--- src/rtl/uart_pkg.sv ---
// Shared UART definitions.
//   tx_state_t           - transmit FSM state encoding (also exported as a debug port)
//   UART_DATA_WIDTH      - default data bits per frame
//   DEFAULT_CLKS_PER_BIT - 100 MHz clock / 115200 baud
//   parity_calc()        - parity bit for a data word; odd=0 gives even parity
package uart_pkg;

  typedef enum logic [2:0] {
    IDLE,
    LOAD,
    START,
    DATA,
    PARITY,
    STOP
  } tx_state_t;

  localparam int UART_DATA_WIDTH      = 8;
  localparam int DEFAULT_CLKS_PER_BIT = 868;

  // Even parity makes the total count of ones even, so the parity bit is
  // the XOR of the data; odd parity inverts it.
  function automatic logic parity_calc(input logic [UART_DATA_WIDTH-1:0] data,
                                       input logic                       odd);
    return (^data) ^ odd;
  endfunction

endpackage

--- src/rtl/uart_baud_gen.sv ---
// Baud-rate counter shared by the UART transmitter and receiver.
//   clk      - system clock
//   reset    - synchronous, active-high reset
//   clear    - synchronous restart of the count at 0 (bit phase alignment)
//   en       - count enable; the counter holds its value when low
//   bit_tick - high on the last clk of each bit period (count == CLKS_PER_BIT-1)
module uart_baud_gen
  import uart_pkg::*;
#(
  parameter int CLKS_PER_BIT = DEFAULT_CLKS_PER_BIT
) (
  input  logic clk,
  input  logic reset,
  input  logic clear,
  input  logic en,
  output logic bit_tick
);

  localparam int CNT_W = (CLKS_PER_BIT > 1) ? $clog2(CLKS_PER_BIT) : 1;
  localparam logic [CNT_W-1:0] LAST_CNT = CNT_W'(CLKS_PER_BIT - 1);

  logic [CNT_W-1:0] baud_cnt;

  assign bit_tick = en && (baud_cnt == LAST_CNT);

  always_ff @(posedge clk) begin
    if (reset || clear) begin
      baud_cnt <= '0;
    end else if (en) begin
      baud_cnt <= bit_tick ? '0 : baud_cnt + CNT_W'(1);
    end
  end

endmodule

--- src/rtl/uart_tx_fifo_drain.sv ---
// UART transmitter that drains bytes straight from a sync FIFO read port and
// serialises each as start bit, LSB-first data, optional parity, stop bit(s).
//   clk, reset     - system clock, synchronous active-high reset
//   fifo_empty     - FIFO empty flag (only looked at in IDLE)
//   fifo_data      - FIFO data_out, valid the cycle after fifo_read_req
//   fifo_read_req  - single-cycle pop, only ever high in IDLE
//   parity_en      - insert a parity bit; captured in LOAD
//   parity_odd     - 1 = odd parity, 0 = even; captured in LOAD
//   tx             - serial line, idle high
//   busy           - high from LOAD through the last stop-bit cycle
//   tx_done        - one-cycle pulse on the last clk of the final stop bit
//   state          - current FSM state, exported for debug/checkers
//
// Pop handshake: fifo_read_req is a request with no ready; the FIFO returns
// the popped word one cycle later, which is exactly the LOAD cycle.
module uart_tx_fifo_drain
  import uart_pkg::*;
#(
  parameter int DATA_WIDTH   = UART_DATA_WIDTH,
  parameter int CLKS_PER_BIT = DEFAULT_CLKS_PER_BIT,
  parameter int STOP_BITS    = 1
) (
  input  logic                  clk,
  input  logic                  reset,
  input  logic                  fifo_empty,
  input  logic [DATA_WIDTH-1:0] fifo_data,
  output logic                  fifo_read_req,
  input  logic                  parity_en,
  input  logic                  parity_odd,
  output logic                  tx,
  output logic                  busy,
  output logic                  tx_done,
  output tx_state_t             state
);

  localparam int IDX_W = (DATA_WIDTH > 1) ? $clog2(DATA_WIDTH) : 1;
  localparam logic [IDX_W-1:0] LAST_IDX = IDX_W'(DATA_WIDTH - 1);

  logic [DATA_WIDTH-1:0] shift_reg;
  logic [IDX_W-1:0]      bit_idx;
  logic                  stop_idx;
  logic                  par_en_q;
  logic                  par_bit;
  logic                  bit_tick;
  logic                  baud_en;
  logic                  last_stop;

  assign fifo_read_req = (state == IDLE) && !fifo_empty && !reset;
  assign baud_en       = (state == START) || (state == DATA) ||
                         (state == PARITY) || (state == STOP);
  assign last_stop     = (STOP_BITS == 2) ? stop_idx : 1'b1;

  // Decoded from registered state and counter so it lines up with the final
  // stop-bit cycle rather than arriving one clock late.
  assign tx_done = (state == STOP) && last_stop && bit_tick;

  uart_baud_gen #(
    .CLKS_PER_BIT(CLKS_PER_BIT)
  ) u_baud (
    .clk     (clk),
    .reset   (reset),
    .clear   (state == LOAD),
    .en      (baud_en),
    .bit_tick(bit_tick)
  );

  // tx is registered, so each transition loads the level of the bit that
  // the next state will drive.
  always_ff @(posedge clk) begin
    if (reset) begin
      state     <= IDLE;
      tx        <= 1'b1;
      busy      <= 1'b0;
      shift_reg <= '0;
      bit_idx   <= '0;
      stop_idx  <= 1'b0;
      par_en_q  <= 1'b0;
      par_bit   <= 1'b0;
    end else begin
      case (state)
        IDLE: begin
          tx <= 1'b1;
          if (!fifo_empty) begin
            state <= LOAD;
            busy  <= 1'b1;
          end
        end
        LOAD: begin
          shift_reg <= fifo_data;
          par_en_q  <= parity_en;
          par_bit   <= (^fifo_data) ^ parity_odd;
          bit_idx   <= '0;
          stop_idx  <= 1'b0;
          tx        <= 1'b0;
          state     <= START;
        end
        START: begin
          if (bit_tick) begin
            tx    <= shift_reg[0];
            state <= DATA;
          end
        end
        DATA: begin
          if (bit_tick) begin
            if (bit_idx == LAST_IDX) begin
              if (par_en_q) begin
                tx    <= par_bit;
                state <= PARITY;
              end else begin
                tx    <= 1'b1;
                state <= STOP;
              end
            end else begin
              shift_reg <= shift_reg >> 1;
              tx        <= shift_reg[1];
              bit_idx   <= bit_idx + IDX_W'(1);
            end
          end
        end
        PARITY: begin
          if (bit_tick) begin
            tx    <= 1'b1;
            state <= STOP;
          end
        end
        STOP: begin
          if (bit_tick) begin
            if (last_stop) begin
              state <= IDLE;
              busy  <= 1'b0;
            end else begin
              stop_idx <= 1'b1;
            end
          end
        end
        default: state <= IDLE;
      endcase
    end
  end

endmodule

--- config.mk ---
export PLATFORM = sky130hd
export DESIGN_NAME = uart_tx_fifo_drain
export DESIGN_NICKNAME = d
export VERILOG_FILES = /design/src/rtl/uart_pkg.sv /design/src/rtl/uart_baud_gen.sv /design/src/rtl/uart_tx_fifo_drain.sv
export SDC_FILE = /design/constraint.sdc
export NUM_CORES = 1
export LEC_CHECK = 0
export ABC_AREA = 1
export CORE_MARGIN = 2
export CORE_UTILIZATION = 31
export CTS_CLUSTER_DIAMETER = 150
export DETAILED_ROUTE_END_ITERATION = 16
export SLEW_MARGIN = 20
export SYNTH_ARGS = -nofsm -noshare
export SYNTH_HDL_FRONTEND = slang
export SYNTH_HIERARCHICAL = 1
export SYNTH_SLANG_ARGS = --single-unit
--- constraint.sdc ---
create_clock -name clk -period 2.5 [get_ports clk]
set_input_delay 0.375 -clock clk [delete_from_list [all_inputs] [get_ports clk]]
set_output_delay 0.375 -clock clk [all_outputs]
set_load 0.03 [all_outputs]
* Word-level counts from Yosys, hierarchy flattened
Index checks and enable logic that the tools add are counted.
Word-level totals: output and inout port bits 7, input bits 13, bits in registers 28
Operators by class: add/sub/neg operators 2, bitwise operators 1, mux-type cells 24, reduce and logical (&&, ||, !) cells 19, equal/unequal tests 14
Operator list (number):
- 3-bit 2-to-1 mux | 8
- 3-bit one-hot mux with 6 select lines | 1
- 8-bit 2-to-1 mux | 2
- 8-bit one-hot mux with 2 select lines | 1
- 2-bit != test, second input constant | 6
- 10-bit by 1-bit adder with 10-bit output, second input constant | 1
- 10-bit equality test, second input constant | 1
- 10-bit 2-to-1 mux | 1
- 3-bit equality test, second input constant | 3
- 1-bit 2-to-1 mux | 8
- 8-bit parity | 1
- 3-bit by 2-bit equality test with 1-bit output, second input constant | 2
- 3-bit one-hot mux with 2 select lines | 1
- 3-bit AND reduction | 2
- 6-bit AND reduction | 1
- 1-bit one-hot mux with 5 select lines | 1
- 5-bit nonzero test | 1
- 1-bit logical AND | 4
- 1-bit logical OR | 4
- 4-bit AND reduction | 1
- 2-bit nonzero test | 2
- 3-bit by 1-bit adder with 3-bit output, second input constant | 1
- 3-bit by 1-bit equality test with 1-bit output, second input constant | 1
- 3-bit logical NOT | 1
- 4 further kinds | 5

* Longest topological paths before layout
word-level depth 7, gate-level depth with buffers 13, gate-level depth less buffers 13

* Cells and area by module
The synthesis kept the hierarchy.
Modules (own cells, without submodules):
- uart_tx_fifo_drain | instances 1, area each 1162.4 um2, sequential area each 360.3 um2, cells an instance 172
- uart_baud_gen | instances 1, area each 560.5 um2, sequential area each 200.2 um2, cells an instance 76

* Worst setup path before layout
Ideal clock, no wire load.
path kind register to output, start reg state[2], end out tx_done, cell stages (with the launch flop) 10, setup slack 0.144 ns, data arrival time 1.981 ns, path through dfxtp_1 -> inv_4 -> ha_1 -> inv_1 -> nand2_1 -> clkinv_1 -> nand3_2 -> nor2_4 -> inv_1 -> nor2_1
On the way: longest elaborated chain between the ends 6, elaborated cells between the ends (all ways) 9, classes of those cells 4 x eq/ne; 5 x reduce/logical
Ends and longest elaborated chain:
- start: declaration | line uart_tx_fifo_drain.sv:33 | output tx_state_t state
- start signal: assignment | line uart_tx_fifo_drain.sv:71 | state <= IDLE;
- start signal: assignment | line uart_tx_fifo_drain.sv:84 | state <= LOAD;
- start signal: assignment | line uart_tx_fifo_drain.sv:95 | state <= START;
- 3-bit by 2-bit equality test with 1-bit output | line uart_tx_fifo_drain.sv:49 | assign baud_en = (state == START) || (state == DATA) ||
- 1-bit logical OR (2 in series) | line uart_tx_fifo_drain.sv:49
- 1-bit logical OR (*) | line uart_tx_fifo_drain.sv:50 | (state == PARITY) || (state == STOP);
- named net baud_en | line uart_tx_fifo_drain.sv:45 | logic baud_en;
- 1-bit logical AND (*) | line uart_baud_gen.sv:24 | assign bit_tick = en && (baud_cnt == LAST_CNT);
- named net bit_tick | line uart_tx_fifo_drain.sv:44 | logic bit_tick;
- 1-bit logical AND (*) | line uart_tx_fifo_drain.sv:55 | assign tx_done = (state == STOP) && last_stop && bit_tick;
- end: declaration | line uart_tx_fifo_drain.sv:32 | output logic tx_done,
Mark *: on every way through the listed nets, which the timed path passes. The rest lies on a longest branch.

* Worst setup path in the final report
Ends and elaborated chain as after synthesis.

==> results.py <==
metrics = {
    "logic_synthesis": {
        "ys_seq_area_share_pct": 32.5,
        "synth_top_family_by_area": "simple AND/OR/NAND/NOR gates",
        "synth_edf_count": 0,
        "synth_most_common_cell": "nand2_1",
        "synth.largest_area_cell": "dfxtp_1",
        "synthDistinctLibCells": 31,
        "synth-simple-area-share_pct": 36.3,
        "syn_area_um2": 1720,
        "synth.area.mux_share_pct": 0,
        "synth-async-reset-ratio_pct": 0,
        "synth_warnings": 6,
        "synth_seq_cells": 28,
        "synth_area_leaders": "dfxtp_1, nand2_1, inv_1, nand3_1, o21ai_0",
        "synthXorXnorAreaFrac_pct": 2.03,
        "synth.avg_cell_area_um2": 6.95,
        "synthTopCellsByCount": "nand2_1, inv_1, dfxtp_1, nor2_1",
        "synthFlopType": "dfxtp_1",
        "synth_top_area_share_pct": 32.5,
        "netlist_instances": 248,
        "syn_nets": 265,
        "synth-compound-area-share_pct": 14.7,
        "synth_fa_ha_area_share_pct": 2.90,
    },
    "pwr": {
        "clock_power_share_pct": 19.3,
        "pwr-share-seq_pct": 34.3,
        "p_sw_w": 0.000792,
        "p_comb_share_pct": 46.4,
        "power_w": 0.00190,
        "p_leak_nw": 0.887,
        "peakVddDrop_v": 0.000364,
        "p_int_w": 0.00111,
        "switching_share_pct": 41.6,
        "power_density_nw_per_um2": 918,
    },
    "route": {
        "viasPerCell": 4.47,
        "first_iter_violations": 59,
        "drt_pass1_iterations": 4,
        "vias": 1532,
        "wl_mm": 3.43,
        "drc": 0,
        "ant_nets": 0,
        "avgRoutedWirePerCell_um": 10.0,
    },
    "critical_path": {
        "critPathCaptureType": "output port",
        "crit_start": "state[2]",
        "reg2reg_slack_ns": 0.38,
        "cp_num_buf_inv": 5,
        "r2r-start": "state[2]",
        "crit_required_ns": 2.12,
        "arrival_ns": 1.92,
        "cp_common_cell": "inv_1",
        "path_class": "flip-flop to output port",
        "path_delay_family": "buffers and inverters",
        "crit_fanout": 7,
        "worstPathCellList": "inv_4 -> ha_1 -> inv_1 -> nand2_1 -> clkinv_1 -> nand3_2 -> nor2_4 -> inv_1 -> nor2_1 -> buf_4",
        "critPathLaunchType": "flip-flop",
        "crit_path_top_delay_cell": "dfxtp_2",
        "critical-path-max-stage-delay_ns": 0.43,
    },
    "place": {
        "port_buffers": 19,
        "placed_area_um2": 1980,
        "gp_congestion": 0.768,
        "dp_slack_ns": 0.251,
        "place_hpwl_mm": 2.60,
    },
    "run_status": {
        "status": "completed",
    },
    "floorplan": {
        "rows": 27,
        "start_util_pct": 31.7,
        "coreArea_um2": 5440,
        "die_h_um": 78.6,
        "die_w_um": 78.6,
        "dieArea_um2": 6170,
        "ioPinCount": 20,
    },
    "timing": {
        "tightest_slew_ns": 0.403,
        "fin_crit_sh_pct": 91.9,
        "fin_worst_skew_ns": 0.0152,
        "relSlewSlack_pct": 73.1,
        "hold_viol": 0,
        "max_freq_ghz": 0.435,
        "slew_viol_final": 0,
        "rsz0062_at_grt": "false",
        "min_period_ns": 2.30,
        "setup-tns-final_ns": 0,
        "setup_viol": 0,
        "setup_ws_ns": 0.203,
    },
    "cts": {
        "root_buffer": "clkbuf_8",
        "clock-sinks": 28,
        "insertion_delay_ns": 0.29,
        "htree_levels": 1,
        "numCtsBuffers": 3,
        "cts_tree": "built",
        "path_clk_slew_ns": 0.11,
        "cts.path.max_buffers": 2,
    },
    "layout": {
        "final_cell_area_um2": 2080,
        "largest_reg_flops": 10,
        "area_growth_pct": 20.5,
        "fill_cells": 574,
        "drive_above_1_share_pct": 18.5,
        "fin_nets": 289,
        "antenna_cells": 0,
    },
    "worst_hold_path": {
        "hold_path.class": "flip-flop to flip-flop",
        "hp-start": "shift_reg[3]",
    },
    "global_routing": {
        "grt_pass1_wl_mm": 5.95,
        "grt_start_max_net_pins": 19,
        "grt_pass1_vias": 1377,
        "antenna_found_initial": 0,
        "grtUsageTotal_pct": 11.9,
        "grt_overflow": 0,
    },
    "flow_run": {
        "maxCapViolCount": 0,
    },
}
==> through the flow <==
step                      cells  hold slack (ns)  utilization, %
after floorplan             248            0.425               -
after global placement      336            0.436            36.3
after detailed placement    336            0.443            36.3
after CTS                   340            0.459            37.7
after global routing        343            0.480            38.2
final                       343            0.456            38.2
==> cell type report <==
type / count / area (um^2) / area share [%]
clock buffers: 3 / 41.3 / 1.99
clock inverters: 1 / 30.0 / 1.45
inverters: 41 / 159 / 7.66
multi-input cells: 174 / 965 / 46.5
flip-flops and latches: 28 / 563 / 27.1
well taps: 72 / 90.1 / 4.34
repair buffers: 24 / 228 / 11.0
==> cell families after synthesis <==
logic type	after synthesis
and+or+nand+nor	121
AOI/OAI and AO/OA	45
xor gates and xnor gates	4
DFF	28
buffers and inverters	46
adders and majority gates	4
==> path summary, 6_finish.rpt <==
kind | to | depth (start not counted)
worst max-delay path | tx_done | 10
worst min-delay path | shift_reg[3] | 2
worst max register to register | shift_reg[0] | 14
worst min register to register | shift_reg[3] | 2
==> worst min-delay path, stage by stage (launching register included) <==
cell     delay (ns)
dfxtp_1        0.31
inv_1          0.05
a21oi_1        0.05
==> what timing repair did <==
item | 4_1_cts | 5_1_grt
resized for setup | 1 | 2
setup buffers | 0 | 3
cloned | 0 | 0
pin swaps | 0 | 1
hold buffers | 0 | 0
setup endpoints to repair | 1 | 2
==> placed cells by master (no fill, tap or decap), types with 2 or more instances in the layout <==
cell type / synthesis / routed
o21ai_2: 3 / 3
dfxtp_2: 0 / 2
clkbuf_8: 0 / 3
nand3_4: 2 / 2
nand2_2: 4 / 4
inv_1: 33 / 33
nand2_4: 3 / 3
a21oi_1: 15 / 15
clkinv_1: 2 / 2
buf_4: 0 / 6
ha_1: 4 / 4
or2_2: 2 / 2
clkdlybuf4s50_1: 0 / 17
nand3_1: 20 / 20
nand3_2: 4 / 4
nor2_2: 5 / 5
inv_4: 2 / 2
nor2_1: 24 / 24
nor2_4: 5 / 5
inv_2: 4 / 4
a21oi_2: 4 / 4
nand2_1: 49 / 49
xnor2_1: 2 / 2
o21ai_0: 20 / 20
dfxtp_1: 28 / 26
nand4_1: 2 / 2
xor2_1: 2 / 2
==> routing by layer <==
| metal | up-vias | global-route usage (%) | part of all wire, % |
|---|---|---|---|
| met1 | 665 | 14.4 | 48 |
| met2 | 23 | 20.5 | 47 |
| met3 | 7 | 2.76 | 2.9 |
| li1 | 837 | - | - |
| met5 | - | 0 | 0 |
| met4 | 0 | 4.21 | 1.7 |
==> power groups by stage <==
stage               Sequential (W)  Combinational (W)  Clock [W]
finish                    0.000653           0.000884   0.000367
global route              0.000674            0.00100   0.000400
CTS                       0.000652           0.000893   0.000379
detailed placement        0.000663           0.000889          0
global placement          0.000661           0.000883          0
floorplan                 0.000706           0.000667          0
(Power assumes the default switching activity.)
